`src/rtl/operand_fifo_taint.sv`:
```
// Operand-pair FIFO feeding a multiplier, with per-entry data taint and a
// sticky control-taint bit for the valid/ready handshake.
module operand_fifo_taint #(
    parameter int WIDTH = 4,
    parameter int DEPTH = 4  // power of two, at least 2
) (
    input  logic                       clk,
    input  logic                       rst,
    input  logic                       in_valid,
    input  logic                       in_valid_t,
    input  logic [WIDTH-1:0]           in_a,
    input  logic                       in_a_t,
    input  logic [WIDTH-1:0]           in_b,
    input  logic                       in_b_t,
    output logic                       in_ready,
    output logic                       in_ready_t,
    output logic                       out_valid,
    output logic                       out_valid_t,
    output logic [WIDTH-1:0]           out_a,
    output logic                       out_a_t,
    output logic [WIDTH-1:0]           out_b,
    output logic                       out_b_t,
    input  logic                       out_ready,
    input  logic                       out_ready_t,
    output logic [$clog2(DEPTH):0]     count,
    output logic                       count_t
);

    localparam int PW = $clog2(DEPTH);
    localparam int CW = PW + 1;

    logic [WIDTH-1:0] mem_a  [DEPTH];
    logic [WIDTH-1:0] mem_b  [DEPTH];
    logic             mem_at [DEPTH];
    logic             mem_bt [DEPTH];

    logic [PW-1:0] wr_ptr;
    logic [PW-1:0] rd_ptr;
    logic          ctrl_t;
    logic          enq;
    logic          deq;

    // Handshake derives only from registered occupancy, so a full FIFO
    // never accepts even when the head leaves in the same cycle.
    always_comb begin
        in_ready  = (count != CW'(DEPTH));
        out_valid = (count != '0);
        enq       = in_valid && in_ready;
        deq       = out_valid && out_ready;
    end

    always_comb begin
        out_a       = out_valid ? mem_a[rd_ptr] : '0;
        out_b       = out_valid ? mem_b[rd_ptr] : '0;
        out_a_t     = (out_valid && mem_at[rd_ptr]) || ctrl_t;
        out_b_t     = (out_valid && mem_bt[rd_ptr]) || ctrl_t;
        in_ready_t  = ctrl_t;
        out_valid_t = ctrl_t;
        count_t     = ctrl_t;
    end

    always_ff @(posedge clk or posedge rst) begin
        if (rst) begin
            for (int unsigned i = 0; i < DEPTH; i++) begin
                mem_a[i]  <= '0;
                mem_b[i]  <= '0;
                mem_at[i] <= 1'b0;
                mem_bt[i] <= 1'b0;
            end
            wr_ptr <= '0;
            rd_ptr <= '0;
            count  <= '0;
            ctrl_t <= 1'b0;
        end else begin
            if (enq) begin
                mem_a[wr_ptr]  <= in_a;
                mem_b[wr_ptr]  <= in_b;
                mem_at[wr_ptr] <= in_a_t;
                mem_bt[wr_ptr] <= in_b_t;
                wr_ptr         <= wr_ptr + PW'(1);
            end
            if (deq) begin
                rd_ptr <= rd_ptr + PW'(1);
            end
            case ({enq, deq})
                2'b10:   count <= count + CW'(1);
                2'b01:   count <= count - CW'(1);
                default: count <= count;
            endcase
            // Operand taint is deliberately excluded: only handshake taint
            // can make the control path uncertain.
            if (in_valid_t || out_ready_t) begin
                ctrl_t <= 1'b1;
            end
        end
    end

endmodule

```
`config.mk`:
```
export PLATFORM = sky130hd
export DESIGN_NAME = operand_fifo_taint
export DESIGN_NICKNAME = d
export VERILOG_FILES = /design/src/rtl/operand_fifo_taint.sv
export SDC_FILE = /design/constraint.sdc
export NUM_CORES = 1
export LEC_CHECK = 0
export CORE_ASPECT_RATIO = 2
export CORE_MARGIN = 2
export CORE_UTILIZATION = 54
export DETAILED_ROUTE_END_ITERATION = 8
export PLACE_DENSITY_LB_ADDON = 0.3
export SLEW_MARGIN = 10
export SYNTH_ARGS = -nofsm -noshare
export SYNTH_HDL_FRONTEND = slang
export SYNTH_SLANG_ARGS = --single-unit
```
`constraint.sdc`:
```
create_clock -name clk -period 2.3 [get_ports clk]
set_input_delay 0.345 -clock clk [delete_from_list [all_inputs] [get_ports clk]]
set_output_delay 0.345 -clock clk [all_outputs]
set_load 0.1 [all_outputs]
```
==> report_table.html, run 1 <==
<table>
<tr><th>Metric</th><th>Value</th></tr>
<tr><th colspan="2">Run status</th></tr>
<tr><td>Run status</td><td>finished, final reports clean</td></tr>
<tr><th colspan="2">Critical path</th></tr>
<tr><td>FF-to-FF setup slack</td><td>140 ps</td></tr>
<tr><td>Reg-to-Reg Start</td><td>count[0]</td></tr>
<tr><td>Required time of the critical path</td><td>1960 ps</td></tr>
<tr><td>Capturing point of the worst reg2reg path</td><td>count[2]</td></tr>
<tr><td>CP arrival</td><td>1900 ps</td></tr>
<tr><td>Crit-path slowest cell</td><td>sky130_fd_sc_hd__or3_2</td></tr>
<tr><td>Biggest fanout along the worst timing path</td><td>12</td></tr>
<tr><td>Critical path type</td><td>flip-flop to output port</td></tr>
<tr><td>Number of cells on the worst reg-to-reg path</td><td>8</td></tr>
<tr><td>Cell-by-cell listing of the critical path</td><td>or3_2, buf_6, a21o_2, buf_12</td></tr>
<tr><td>Largest stage delay on the critical path</td><td>520 ps</td></tr>
<tr><td>Timing startpoint of the critical path</td><td>count[0]</td></tr>
<tr><td>Type of element capturing the critical path</td><td>output port</td></tr>
<tr><td>Timing endpoint of the critical path</td><td>out_b_t</td></tr>
<tr><td>Nature of the critical path startpoint</td><td>flip-flop</td></tr>
<tr><th colspan="2">Synth</th></tr>
<tr><td>Number of enable flip-flop cells after synthesis</td><td>0</td></tr>
<tr><td>Top-area cell type share of the netlist area</td><td>0.492</td></tr>
<tr><td>Net count after synthesis</td><td>171</td></tr>
<tr><td>Leading cell type by number of instances after synthesis</td><td>sky130_fd_sc_hd__dfrtp_1</td></tr>
<tr><td>Synthesized flop and latch total</td><td>48</td></tr>
<tr><td>Count of distinct cell types in the synthesized netlist</td><td>23</td></tr>
<tr><td>Warning count from the yosys run</td><td>0</td></tr>
<tr><td>Post-synth top cells</td><td>sky130_fd_sc_hd__dfrtp_1 (48), sky130_fd_sc_hd__mux2_4 (40), sky130_fd_sc_hd__mux4_2 (10)</td></tr>
<tr><td>Share of async-settable or async-resettable flops after synthesis</td><td>1.00</td></tr>
<tr><td>Cell type with the largest total area after synthesis</td><td>sky130_fd_sc_hd__dfrtp_1</td></tr>
<tr><td>Leading cell types by total area after synthesis</td><td>sky130_fd_sc_hd__dfrtp_1 (49%), sky130_fd_sc_hd__mux2_4 (25%), sky130_fd_sc_hd__mux4_2 (9.2%)</td></tr>
<tr><td>Mapped cell area</td><td>0.00244 sq mm</td></tr>
<tr><td>Most instantiated flip-flop cell in the synthesis netlist</td><td>sky130_fd_sc_hd__dfrtp_1</td></tr>
<tr><td>Number of standard cells after synthesis</td><td>149</td></tr>
<tr><td>Share of the yosys chip area belonging to registers</td><td>0.492</td></tr>
<tr><td>Synthesized area per cell</td><td>16.4 sq um</td></tr>
<tr><th colspan="2">Cells and area</th></tr>
<tr><td>Net total in the final layout</td><td>206</td></tr>
<tr><td>Area delta synth-&gt;final</td><td>25.6%</td></tr>
<tr><td>Fill cell count</td><td>320</td></tr>
<tr><td>Register area</td><td>0.00121 sq mm</td></tr>
<tr><td>ANT cells</td><td>0</td></tr>
<tr><td>Area used by multi-input combinational logic</td><td>0.00119 sq mm</td></tr>
<tr><td>Share of post-route cells with drive strength above 1</td><td>0.562</td></tr>
<tr><th colspan="2">Routing</th></tr>
<tr><td>Vias/cell</td><td>5.56</td></tr>
<tr><td>DRC violations left</td><td>0</td></tr>
<tr><td>Average wire per standard cell</td><td>20.3 um</td></tr>
<tr><td>Final antenna-violating net count</td><td>0</td></tr>
<tr><td>Final WL</td><td>4.85 mm</td></tr>
<tr><td>Total iterations of the first detailed-routing run</td><td>4</td></tr>
<tr><td>DR vias</td><td>1,329</td></tr>
<tr><td>Number of DRC markers after the initial detailed-route iteration</td><td>11</td></tr>
<tr><th colspan="2">STA</th></tr>
<tr><td>Final-report max-slew violation count</td><td>0</td></tr>
<tr><td>Final clock period utilization by the worst path</td><td>0.978</td></tr>
<tr><td>Highest achievable clock rate</td><td>444 MHz</td></tr>
<tr><td>Clock skew after layout</td><td>7.19 ps</td></tr>
<tr><td>Min cycle time layout</td><td>2250 ps</td></tr>
<tr><td>Setup repair after global routing missed its margin</td><td>no</td></tr>
<tr><td>Final hold viol count</td><td>0</td></tr>
<tr><td>Worst-margin pin slew</td><td>690 ps</td></tr>
<tr><td>Final sum of negative setup slack</td><td>0 ps</td></tr>
<tr><td>Slew headroom</td><td>0.540</td></tr>
<tr><td>Setup violation total in the final timing report</td><td>0</td></tr>
<tr><td>Crit path setup slack, layout</td><td>50.1 ps</td></tr>
<tr><th colspan="2">Placement</th></tr>
<tr><td>RePlAce Congestion</td><td>0.690</td></tr>
<tr><td>Post-detail-place hpwl</td><td>3.46 mm</td></tr>
<tr><td>Worst setup timing slack at the placement stage</td><td>167 ps</td></tr>
<tr><td>Input/output buffers</td><td>33</td></tr>
<tr><th colspan="2">Flow run</th></tr>
<tr><td>Maxcap violations</td><td>0</td></tr>
<tr><th colspan="2">Global routing</th></tr>
<tr><td>Wire length of the first global-routing pass</td><td>8.35 mm</td></tr>
<tr><td>Largest net degree at the start of global routing</td><td>34</td></tr>
<tr><td>Total GRT Usage</td><td>0.226</td></tr>
<tr><td>Gr ovfl total</td><td>0</td></tr>
<tr><td>Number of global-route vias before repair</td><td>1,629</td></tr>
<tr><td>Antenna violations before repair</td><td>0</td></tr>
<tr><th colspan="2">Clock network</th></tr>
<tr><td>Number of buffers inserted during clock tree synthesis</td><td>5</td></tr>
<tr><td>Number of buffers on the longest clock path</td><td>2</td></tr>
<tr><td>Clock latency on the worst-skew pair</td><td>310 ps</td></tr>
<tr><td>TritonCTS clock tree</td><td>done</td></tr>
<tr><td>Post-CTS setup repair buffer count</td><td>0</td></tr>
<tr><td>Count of instances resized after the clock tree is built</td><td>1</td></tr>
<tr><td>Max H-tree Level</td><td>2</td></tr>
<tr><td>Post-CTS clock slew at the launch and capture registers of the worst setup and hold paths</td><td>90 ps</td></tr>
<tr><td>Hold buffer count at CTS</td><td>0</td></tr>
<tr><td>TritonCTS sink count</td><td>48</td></tr>
<tr><td>Master cell of the clock root buffer</td><td>sky130_fd_sc_hd__clkbuf_8</td></tr>
<tr><th colspan="2">Floorplanning</th></tr>
<tr><td>Placeable Area</td><td>0.00434 sq mm</td></tr>
<tr><td>Starting Density</td><td>0.563</td></tr>
<tr><td>Die Ht</td><td>99.1 um</td></tr>
<tr><td>Width of the die</td><td>51.6 um</td></tr>
<tr><td>I/O pin cnt</td><td>34</td></tr>
<tr><td>Count of standard-cell rows</td><td>34</td></tr>
<tr><td>Die area</td><td>0.00511 sq mm</td></tr>
<tr><th colspan="2">Min path</th></tr>
<tr><td>Worst hold path type</td><td>input port to asynchronous set/reset pin</td></tr>
</table>
==> registers in the layout, summed over array words and instances, names as in the netlist <==
signal	flops
count_t	1
wr_ptr	2
mem_bt	4
mem_b	16
mem_at	4
mem_a	16
rd_ptr	2
count	3
==> layer usage <==
layer	routed length, um	GRT usage	vias up	part of all wire
li1	-	-	590	-
met1	1870	0.275	684	0.39
met2	2650	0.374	37	0.55
met3	157	0.0420	18	0.032
met4	175	0.121	0	0.036
met5	0	0	-	0
==> cell type report <==
class | instances | share of cell area
well taps | 54 | 0.0220
inverters | 6 | 0.00734
multi-input cells | 85 | 0.389
flip-flops and latches | 48 | 0.396
clock buffers | 7 | 0.0281
repair buffers | 38 | 0.155
clock inverters | 1 | 0.00245
==> through the flow <==
stage	area [sq um]	cells	util	hold slack, ps
4_1_cts	3060	239	0.706	484
3_5_place_dp	2970	231	0.684	493
2_1_floorplan	2530	149	-	454
5_1_grt	3070	239	0.707	522
3_3_place_gp	2970	231	0.684	488
6_report	3070	239	0.707	456
==> kinds of logic (layout without fill, tap and decap cells) <==
group | count (synthesis) | in the layout | share of synthesized area
flip-flops | 48 | 48 | 0.492
adder cells (fa/ha/maj) | 6 | 6 | 0.0338
multiplexers | 52 | 52 | 0.347
buffers and inverters | 16 | 52 | 0.0441
XOR/XNOR | 6 | 6 | 0.0215
AND/OR/NAND/NOR | 19 | 19 | 0.0558
AO/OA/AOI/OAI | 2 | 2 | 0.00615
==> placed cells by master (no fill, tap or decap), drive strengths merged, types with 2 or more instances in the layout <==
cell and instances:
xnor2 3, ha 5, a21o 2, mux4 10
clkbuf 7, dfrtp 48, clkdlybuf4s50 15, mux2 41
inv 6, buf 23, and3 4, or3 2
and2 9, xor2 3
==> worst min-delay path by stage <==
stage / startpoint / end / slack (ps)
4_1_cts: rst / count[2] / 480
3_5_place_dp: mem_b[5] / mem_b[5] / 490
3_3_place_gp: mem_a[7] / mem_a[7] / 490
5_1_grt: rst / mem_b[6] / 520
2_1_floorplan: in_valid_t / count_t / 450
6_report: rst / count[2] / 460
==> critical path, delay by kind of cell (launching register included) <==
| family | cells | cell delay, ps |
|---|---|---|
| buffers and inverters | 2 | 340 |
| AND/OR/NAND/NOR | 1 | 520 |
| AO/OA/AOI/OAI | 1 | 210 |
| flip-flops | 1 | 510 |
Power of run 1 is left out: the tool's default activity adds up to more than one toggle a clock period on the data nets, which glitch-free logic cannot reach.
==> run 2: changes to the inputs <==
--- a/config.mk
+++ b/config.mk
@@ -5,11 +5,12 @@
 export SDC_FILE = /design/constraint.sdc
 export NUM_CORES = 1
 export LEC_CHECK = 0
+export ABC_AREA = 1
 export CORE_ASPECT_RATIO = 2
-export CORE_MARGIN = 2
-export CORE_UTILIZATION = 54
+export CORE_UTILIZATION = 55
 export DETAILED_ROUTE_END_ITERATION = 8
 export PLACE_DENSITY_LB_ADDON = 0.3
+export REMOVE_ABC_BUFFERS = 1
 export SLEW_MARGIN = 10
 export SYNTH_ARGS = -nofsm -noshare
 export SYNTH_HDL_FRONTEND = slang
==> run 2 against run 1 <==
  * Area after synthesis up 9.6%
  * Synthesized cell count up 130%
  * Register-to-register slack better by 230 ps
  * Die area up 1.1%
==> report_table.html, run 2 <==
<table>
<tr><th>Metric</th><th>Value</th></tr>
<tr><th colspan="2">Run status</th></tr>
<tr><td>Run status</td><td>finished, final reports clean</td></tr>
<tr><th colspan="2">Routing</th></tr>
<tr><td>DRC violations left</td><td>0 (unchanged)</td></tr>
<tr><td>Total iterations of the first detailed-routing run</td><td>5 (+1)</td></tr>
<tr><td>Vias/cell</td><td>5.52 (-0.80%)</td></tr>
<tr><td>DR vias</td><td>2,361 (+78%)</td></tr>
<tr><td>Average wire per standard cell</td><td>15.3 um (-25%)</td></tr>
<tr><td>Number of DRC markers after the initial detailed-route iteration</td><td>118 (+107)</td></tr>
<tr><td>Final antenna-violating net count</td><td>0 (unchanged)</td></tr>
<tr><td>Final WL</td><td>6.56 mm (+35%)</td></tr>
<tr><th colspan="2">STA</th></tr>
<tr><td>Min cycle time layout</td><td>2120 ps (-133 ps)</td></tr>
<tr><td>Final-report max-slew violation count</td><td>0 (unchanged)</td></tr>
<tr><td>Setup repair after global routing missed its margin</td><td>no</td></tr>
<tr><td>Setup violation total in the final timing report</td><td>0 (unchanged)</td></tr>
<tr><td>Clock skew after layout</td><td>7.80 ps (+0.608 ps)</td></tr>
<tr><td>Final hold viol count</td><td>0 (unchanged)</td></tr>
<tr><td>Highest achievable clock rate</td><td>472 MHz (+6.3%)</td></tr>
<tr><td>Final clock period utilization by the worst path</td><td>0.920 (-0.0578)</td></tr>
<tr><td>Worst-margin pin slew</td><td>534 ps (-155 ps)</td></tr>
<tr><td>Slew headroom</td><td>0.644 (+0.104)</td></tr>
<tr><th colspan="2">Critical path</th></tr>
<tr><td>Capturing point of the worst reg2reg path</td><td>count[1]</td></tr>
<tr><td>Required time of the critical path</td><td>1960 ps (about the same)</td></tr>
<tr><td>FF-to-FF setup slack</td><td>370 ps (+230 ps)</td></tr>
<tr><td>Critical path buffer and inverter count</td><td>3 (+1)</td></tr>
<tr><td>CP most frequent cell</td><td>sky130_fd_sc_hd__inv_1</td></tr>
<tr><td>CP arrival</td><td>1770 ps (-130 ps)</td></tr>
<tr><td>Nature of the critical path startpoint</td><td>flip-flop</td></tr>
<tr><td>Biggest fanout along the worst timing path</td><td>8 (-4)</td></tr>
<tr><td>Crit-path slowest cell</td><td>sky130_fd_sc_hd__dfrtp_1</td></tr>
<tr><td>Cell family contributing the most delay on the critical path</td><td>buffers and inverters</td></tr>
<tr><td>Timing startpoint of the critical path</td><td>count[2]</td></tr>
<tr><td>Number of cells on the worst reg-to-reg path</td><td>8 (unchanged)</td></tr>
<tr><td>Largest stage delay on the critical path</td><td>410 ps (-110 ps)</td></tr>
<tr><td>Reg-to-Reg Start</td><td>count[2]</td></tr>
<tr><td>Type of element capturing the critical path</td><td>output port</td></tr>
<tr><td>Critical path type</td><td>flip-flop to output port</td></tr>
<tr><td>Cell-by-cell listing of the critical path</td><td>inv_1, nand3_1, inv_1, a21oi_1, buf_12</td></tr>
<tr><th colspan="2">Floorplanning</th></tr>
<tr><td>Count of standard-cell rows</td><td>35 (+2.9%)</td></tr>
<tr><td>Die area</td><td>0.00517 sq mm (+1.1%)</td></tr>
<tr><td>Placeable Area</td><td>0.00464 sq mm (+7.0%)</td></tr>
<tr><td>I/O pin cnt</td><td>34 (unchanged)</td></tr>
<tr><td>Width of the die</td><td>51.3 um (-0.43%)</td></tr>
<tr><td>Die Ht</td><td>101 um (+1.6%)</td></tr>
<tr><td>Starting Density</td><td>0.577 (+0.0140)</td></tr>
<tr><th colspan="2">Global routing</th></tr>
<tr><td>Largest net degree at the start of global routing</td><td>48 (+41%)</td></tr>
<tr><td>Number of global-route vias before repair</td><td>2,266 (+39%)</td></tr>
<tr><td>Total GRT Usage</td><td>0.280 (+0.0531)</td></tr>
<tr><td>Antenna violations before repair</td><td>0 (unchanged)</td></tr>
<tr><td>Wire length of the first global-routing pass</td><td>10.7 mm (+28%)</td></tr>
<tr><td>Gr ovfl total</td><td>0 (unchanged)</td></tr>
<tr><th colspan="2">Synth</th></tr>
<tr><td>Leading cell type by number of instances after synthesis</td><td>sky130_fd_sc_hd__nand2_1</td></tr>
<tr><td>Top-area cell type share of the netlist area</td><td>0.449 (-0.0432)</td></tr>
<tr><td>Mapped cell area</td><td>0.00268 sq mm (+9.6%)</td></tr>
<tr><td>Synthesized area per cell</td><td>7.78 sq um (-53%)</td></tr>
<tr><td>Compound-Gate Fraction of Synth Area</td><td>0.0187 (+0.0125)</td></tr>
<tr><td>Warning count from the yosys run</td><td>0 (unchanged)</td></tr>
<tr><td>Mux share of post-synthesis cell area</td><td>0 (-0.347)</td></tr>
<tr><td>Number of enable flip-flop cells after synthesis</td><td>0 (unchanged)</td></tr>
<tr><td>Leading cell types by total area after synthesis</td><td>sky130_fd_sc_hd__dfrtp_1 (45%), sky130_fd_sc_hd__nand2_1 (19%), sky130_fd_sc_hd__nand4_1 (9.6%)</td></tr>
<tr><td>Cell type with the largest total area after synthesis</td><td>sky130_fd_sc_hd__dfrtp_1</td></tr>
<tr><td>Number of standard cells after synthesis</td><td>344 (+130%)</td></tr>
<tr><td>Synthesized flop and latch total</td><td>48 (unchanged)</td></tr>
<tr><td>Count of distinct cell types in the synthesized netlist</td><td>21 (-8.7%)</td></tr>
<tr><td>Synthesized-area fraction occupied by xor and xnor cells</td><td>0.00654 (-0.0150)</td></tr>
<tr><td>Synthesized-area fraction occupied by and/or/nand/nor cells</td><td>0.370 (+0.314)</td></tr>
<tr><td>Share of the yosys chip area belonging to registers</td><td>0.449 (-0.0432)</td></tr>
<tr><td>Share of synthesized cell area in full adder, half adder and majority cells</td><td>0.0308 (-0.00297)</td></tr>
<tr><td>Largest family of logic cells by synthesized area</td><td>simple AND/OR/NAND/NOR gates</td></tr>
<tr><td>Post-synth top cells</td><td>sky130_fd_sc_hd__nand2_1 (137), sky130_fd_sc_hd__dfrtp_1 (48), sky130_fd_sc_hd__inv_1 (42)</td></tr>
<tr><td>Share of async-settable or async-resettable flops after synthesis</td><td>1.00 (unchanged)</td></tr>
<tr><td>Most instantiated flip-flop cell in the synthesis netlist</td><td>sky130_fd_sc_hd__dfrtp_1</td></tr>
<tr><th colspan="2">Clock network</th></tr>
<tr><td>Master cell of the clock root buffer</td><td>sky130_fd_sc_hd__clkbuf_8</td></tr>
<tr><td>Count of instances resized after the clock tree is built</td><td>0 (-1)</td></tr>
<tr><td>TritonCTS sink count</td><td>48 (unchanged)</td></tr>
<tr><td>Hold buffer count at CTS</td><td>0 (unchanged)</td></tr>
<tr><td>Post-CTS clock slew at the launch and capture registers of the worst setup and hold paths</td><td>90 ps (about the same)</td></tr>
<tr><td>TritonCTS clock tree</td><td>done</td></tr>
<tr><td>Clock latency on the worst-skew pair</td><td>300 ps (about the same)</td></tr>
<tr><td>Number of buffers on the longest clock path</td><td>2 (unchanged)</td></tr>
<tr><td>Number of buffers inserted during clock tree synthesis</td><td>5 (unchanged)</td></tr>
<tr><td>Post-CTS setup repair buffer count</td><td>0 (unchanged)</td></tr>
<tr><td>Max H-tree Level</td><td>2 (unchanged)</td></tr>
<tr><th colspan="2">Cells and area</th></tr>
<tr><td>Share of post-route cells with drive strength above 1</td><td>0.121 (-0.442)</td></tr>
<tr><td>Registers with the highest flip-flop counts</td><td>mem_a: 16 flops, mem_b: 16 flops</td></tr>
<tr><td>Cell area after layout</td><td>0.00318 sq mm (+3.7%)</td></tr>
<tr><td>Net total in the final layout</td><td>396 (+92%)</td></tr>
<tr><td>Most frequent cells in the layout</td><td>sky130_fd_sc_hd__nand2_1 (137), sky130_fd_sc_hd__dfrtp_1 (48), sky130_fd_sc_hd__nand4_1 (41), sky130_fd_sc_hd__inv_1 (41), sky130_fd_sc_hd__nand3_1 (27)</td></tr>
<tr><td>Area delta synth-&gt;final</td><td>18.8%</td></tr>
<tr><td>Fill cell count</td><td>387 (+21%)</td></tr>
<tr><td>ANT cells</td><td>0 (unchanged)</td></tr>
<tr><td>Commonest non-fill, non-tap cell in the layout</td><td>sky130_fd_sc_hd__nand2_1</td></tr>
<tr><th colspan="2">Flow run</th></tr>
<tr><td>Maxcap violations</td><td>0 (unchanged)</td></tr>
<tr><th colspan="2">Placement</th></tr>
<tr><td>Post-Place Cell Area</td><td>0.00308 sq mm (+3.8%)</td></tr>
<tr><td>Input/output buffers</td><td>33 (unchanged)</td></tr>
<tr><td>RePlAce Congestion</td><td>0.817 (+18%)</td></tr>
<tr><td>Post-detail-place hpwl</td><td>4.22 mm (+22%)</td></tr>
<tr><th colspan="2">Min path</th></tr>
<tr><td>Worst hold path type</td><td>input port to asynchronous set/reset pin</td></tr>
</table>
## run 2: how the worst max path moves through the flow
stage / endpoint / cells past startpoint
6_report: out_a[3] / 5
5_1_grt: out_a[0] / 5
3_5_place_dp: count[2] / 10
4_1_cts: out_a[0] / 5
2_1_floorplan: out_a[0] / 4
3_3_place_gp: count[2] / 10
## run 2: through the flow
| stage | utilization | std cells | worst slack [ps] | TNS (ps) | hold WS (ps) |
|---|---|---|---|---|---|
| after global routing | 0.685 | 428 | 111 | 0 | 405 |
| after global placement | 0.664 | 422 | 346 | 0 | 453 |
| after floorplan | - | 323 | -1830 | -40120 | 438 |
| after CTS | 0.685 | 428 | 182 | 0 | 396 |
| final | 0.685 | 428 | 183 | 0 | 385 |
| after detailed placement | 0.664 | 422 | 300 | 0 | 458 |
## run 2: kinds of logic after synthesis
logic type | count (synthesis)
and+or+nand+nor | 211
adders and majority gates | 6
xor gates and xnor gates | 2
buffers and inverters | 67
DFF | 48
AOI/OAI and AO/OA | 10
## run 2: area by class of cell
cell class / instances / area [sq um] / share of cell area
Multi-Input combinational cell: 229 / 1140 / 0.358
Clock buffer: 5 / 68.8 / 0.0216
Timing Repair Buffer: 44 / 500 / 0.157
Sequential cell: 48 / 1200 / 0.378
Clock inverter: 1 / 30.0 / 0.00944
Tap cell: 55 / 68.8 / 0.0216
Inverter: 46 / 173 / 0.0543
## run 2: layer usage
| layer | vias up | share of wire | track usage |
|---|---|---|---|
| li1 | 1156 | - | - |
| met1 | 1083 | 0.37 | 0.344 |
| met2 | 105 | 0.53 | 0.475 |
| met3 | 17 | 0.074 | 0.0317 |
| met4 | 0 | 0.026 | 0.137 |
| met5 | - | 0 | 0 |
Power of run 2 is left out for the same reason.
==> run 3: changes to the inputs <==
--- a/config.mk
+++ b/config.mk
@@ -9,7 +9,8 @@
 export CORE_ASPECT_RATIO = 2
 export CORE_UTILIZATION = 55
 export DETAILED_ROUTE_END_ITERATION = 8
-export PLACE_DENSITY_LB_ADDON = 0.3
+export HOLD_SLACK_MARGIN = 0.06
+export PLACE_DENSITY = 0.84
 export REMOVE_ABC_BUFFERS = 1
 export SLEW_MARGIN = 10
 export SYNTH_ARGS = -nofsm -noshare
==> run 3 against run 2 <==
  * Register-to-register slack hardly changed
  * Die area stayed put
  * Hold slack worse by 27 ps
  * Worst setup slack worse by 9.5 ps
  * First-iteration DRC count stayed put
  * Critical path type unchanged
==> report_table.html, run 3 (synthesized netlist as in run 2, its figures left out) <==
<table>
<tr><th>Metric</th><th>Value</th></tr>
<tr><th colspan="2">Routing</th></tr>
<tr><td>Vias/cell</td><td>5.56 (+0.78%)</td></tr>
<tr><td>DRC violations left</td><td>0 (unchanged)</td></tr>
<tr><td>Final WL</td><td>6.79 mm (+3.6%)</td></tr>
<tr><td>Number of DRC markers after the initial detailed-route iteration</td><td>118 (unchanged)</td></tr>
<tr><td>Average wire per standard cell</td><td>15.8 um (+3.3%)</td></tr>
<tr><td>Total iterations of the first detailed-routing run</td><td>4 (-1)</td></tr>
<tr><td>DR vias</td><td>2,385 (+1.0%)</td></tr>
<tr><td>Final antenna-violating net count</td><td>0 (unchanged)</td></tr>
<tr><th colspan="2">Clock network</th></tr>
<tr><td>TritonCTS clock tree</td><td>done</td></tr>
<tr><td>Number of buffers inserted during clock tree synthesis</td><td>5 (unchanged)</td></tr>
<tr><td>TritonCTS sink count</td><td>48 (unchanged)</td></tr>
<tr><td>Post-CTS clock slew at the launch and capture registers of the worst setup and hold paths</td><td>90 ps (about the same)</td></tr>
<tr><td>Max H-tree Level</td><td>2 (unchanged)</td></tr>
<tr><td>Master cell of the clock root buffer</td><td>sky130_fd_sc_hd__clkbuf_8</td></tr>
<tr><td>Hold buffer count at CTS</td><td>0 (unchanged)</td></tr>
<tr><td>Clock latency on the worst-skew pair</td><td>310 ps (about the same)</td></tr>
<tr><td>Number of buffers on the longest clock path</td><td>2 (unchanged)</td></tr>
<tr><th colspan="2">Cells and area</th></tr>
<tr><td>Commonest non-fill, non-tap cell in the layout</td><td>sky130_fd_sc_hd__nand2_1</td></tr>
<tr><td>Area used by multi-input combinational logic</td><td>0.00114 sq mm (unchanged)</td></tr>
<tr><td>Register area</td><td>0.00120 sq mm (+0.10%)</td></tr>
<tr><td>Most frequent cells in the layout</td><td>sky130_fd_sc_hd__nand2_1 (137), sky130_fd_sc_hd__dfrtp_1 (47), sky130_fd_sc_hd__nand4_1 (41), sky130_fd_sc_hd__inv_1 (41), sky130_fd_sc_hd__nand3_1 (27)</td></tr>
<tr><td>Final Util</td><td>0.686 (about the same)</td></tr>
<tr><td>Net total in the final layout</td><td>395 (-0.25%)</td></tr>
<tr><td>ANT cells</td><td>0 (unchanged)</td></tr>
<tr><td>Cell area after layout</td><td>0.00318 sq mm (about the same)</td></tr>
<tr><td>Registers with the highest flip-flop counts</td><td>mem_a: 16 flops, mem_b: 16 flops</td></tr>
<tr><td>Fill cell count</td><td>398 (+2.8%)</td></tr>
<tr><td>Share of post-route cells with drive strength above 1</td><td>0.123 (+0.00235)</td></tr>
<tr><td>Area delta synth-&gt;final</td><td>18.9% (about the same)</td></tr>
<tr><th colspan="2">STA</th></tr>
<tr><td>Clock skew after layout</td><td>4.78 ps (-3.01 ps)</td></tr>
<tr><td>Setup repair after global routing missed its margin</td><td>no</td></tr>
<tr><td>Setup violation total in the final timing report</td><td>0 (unchanged)</td></tr>
<tr><td>Slew headroom</td><td>0.621 (-0.0231)</td></tr>
<tr><td>Worst-margin pin slew</td><td>569 ps (+34.7 ps)</td></tr>
<tr><td>Highest achievable clock rate</td><td>470 MHz (-0.45%)</td></tr>
<tr><td>Final hold viol count</td><td>0 (unchanged)</td></tr>
<tr><td>Min cycle time layout</td><td>2130 ps (+9.49 ps)</td></tr>
<tr><td>Final clock period utilization by the worst path</td><td>0.925 (+0.00413)</td></tr>
<tr><td>Final-report max-slew violation count</td><td>0 (unchanged)</td></tr>
<tr><th colspan="2">Floorplanning</th></tr>
<tr><td>Count of standard-cell rows</td><td>35 (unchanged)</td></tr>
<tr><td>Width of the die</td><td>51.3 um (unchanged)</td></tr>
<tr><td>Starting Density</td><td>0.577 (unchanged)</td></tr>
<tr><td>Placeable Area</td><td>0.00464 sq mm (unchanged)</td></tr>
<tr><td>I/O pin cnt</td><td>34 (unchanged)</td></tr>
<tr><td>Die area</td><td>0.00517 sq mm (unchanged)</td></tr>
<tr><td>Die Ht</td><td>101 um (unchanged)</td></tr>
<tr><th colspan="2">Placement</th></tr>
<tr><td>Post-Place Cell Area</td><td>0.00308 sq mm (-0.24%)</td></tr>
<tr><td>Input/output buffers</td><td>33 (unchanged)</td></tr>
<tr><td>Post-detail-place hpwl</td><td>4.67 mm (+11%)</td></tr>
<tr><td>RePlAce Congestion</td><td>0.838 (+2.6%)</td></tr>
<tr><th colspan="2">Critical path</th></tr>
<tr><td>FF-to-FF setup slack</td><td>370 ps (about the same)</td></tr>
<tr><td>Cell-by-cell listing of the critical path</td><td>inv_1, nand3_1, inv_1, a21oi_1, buf_12</td></tr>
<tr><td>Largest stage delay on the critical path</td><td>420 ps (about the same)</td></tr>
<tr><td>CP most frequent cell</td><td>sky130_fd_sc_hd__inv_1</td></tr>
<tr><td>Nature of the critical path startpoint</td><td>flip-flop</td></tr>
<tr><td>Required time of the critical path</td><td>1960 ps (about the same)</td></tr>
<tr><td>Crit-path slowest cell</td><td>sky130_fd_sc_hd__dfrtp_1</td></tr>
<tr><td>Biggest fanout along the worst timing path</td><td>8 (unchanged)</td></tr>
<tr><td>Type of element capturing the critical path</td><td>output port</td></tr>
<tr><td>CP arrival</td><td>1780 ps (about the same)</td></tr>
<tr><td>Critical path type</td><td>flip-flop to output port</td></tr>
<tr><th colspan="2">Global routing</th></tr>
<tr><td>Antenna violations before repair</td><td>0 (unchanged)</td></tr>
<tr><td>Total GRT Usage</td><td>0.297 (+0.0175)</td></tr>
<tr><td>Gr ovfl total</td><td>0 (unchanged)</td></tr>
<tr><td>Wire length of the first global-routing pass</td><td>11.2 mm (+4.9%)</td></tr>
<tr><td>Largest net degree at the start of global routing</td><td>48 (unchanged)</td></tr>
<tr><td>Number of global-route vias before repair</td><td>2,405 (+6.1%)</td></tr>
<tr><th colspan="2">Run status</th></tr>
<tr><td>Run status</td><td>finished, final reports clean</td></tr>
<tr><th colspan="2">Flow run</th></tr>
<tr><td>Maxcap violations</td><td>0 (unchanged)</td></tr>
<tr><th colspan="2">Min path</th></tr>
<tr><td>Worst hold path type</td><td>input port to asynchronous set/reset pin</td></tr>
</table>
==> run 3: cell types whose count changed in the layout (fill, tap and decap cells not counted), sizes merged <==
cell / change
clkinv: +1
buf: -2
clkbuf: +2
==> run 3: final cells by class <==
class                   count  share of cell area
multi-input cells         229               0.358
clock buffers               6              0.0228
well taps                  55              0.0216
repair buffers             43               0.155
flip-flops and latches     48               0.378
clock inverters             2              0.0110
inverters                  46              0.0542
==> run 3: worst paths after layout <==
check	cells past startpoint	start	to
setup / recovery	5	count[2]	out_a[1]
hold / removal	2	rst	mem_at[2]
setup reg to reg	11	count[2]	count[2]
hold reg to reg	2	mem_a[10]	mem_a[10]
max in group asynchronous	3	rst	rd_ptr[0]
min in group clk	4	in_valid	wr_ptr[1]
==> run 3: worst max-delay path, delay by kind of cell (launching register included) <==
kind / cells / cell delay, ps
AO/OA/AOI/OAI: 1 / 320
buffers and inverters: 3 / 530
flip-flops: 1 / 420
AND/OR/NAND/NOR: 1 / 200
==> run 3: per-stage QoR <==
step                cells  TNS, ps  worst slack, ps  hold slack (ps)
floorplan             323   -40120            -1830              438
global placement      421        0              343              453
detailed placement    421        0              286              458
CTS                   429        0              122              369
global route          429        0             57.4              399
finish                429        0              173              358
==> run 3: timing repair <==
action / CTS / global route
hold endpoints to repair: 0 / 0
endpoints found under the setup margin: 0 / 1
gates resized for setup: 0 / 1
buffers inserted: 0 / 0
==> run 3: routing by layer <==
| layer | vias to the layer above | GRT usage | part of all wire |
|---|---|---|---|
| met5 | - | 0 | 0 |
| met4 | 0 | 0.195 | 0.027 |
| met2 | 103 | 0.512 | 0.56 |
| met3 | 13 | 0.0317 | 0.062 |
| li1 | 1157 | - | - |
| met1 | 1112 | 0.336 | 0.35 |
Power of run 3 is left out for the same reason.
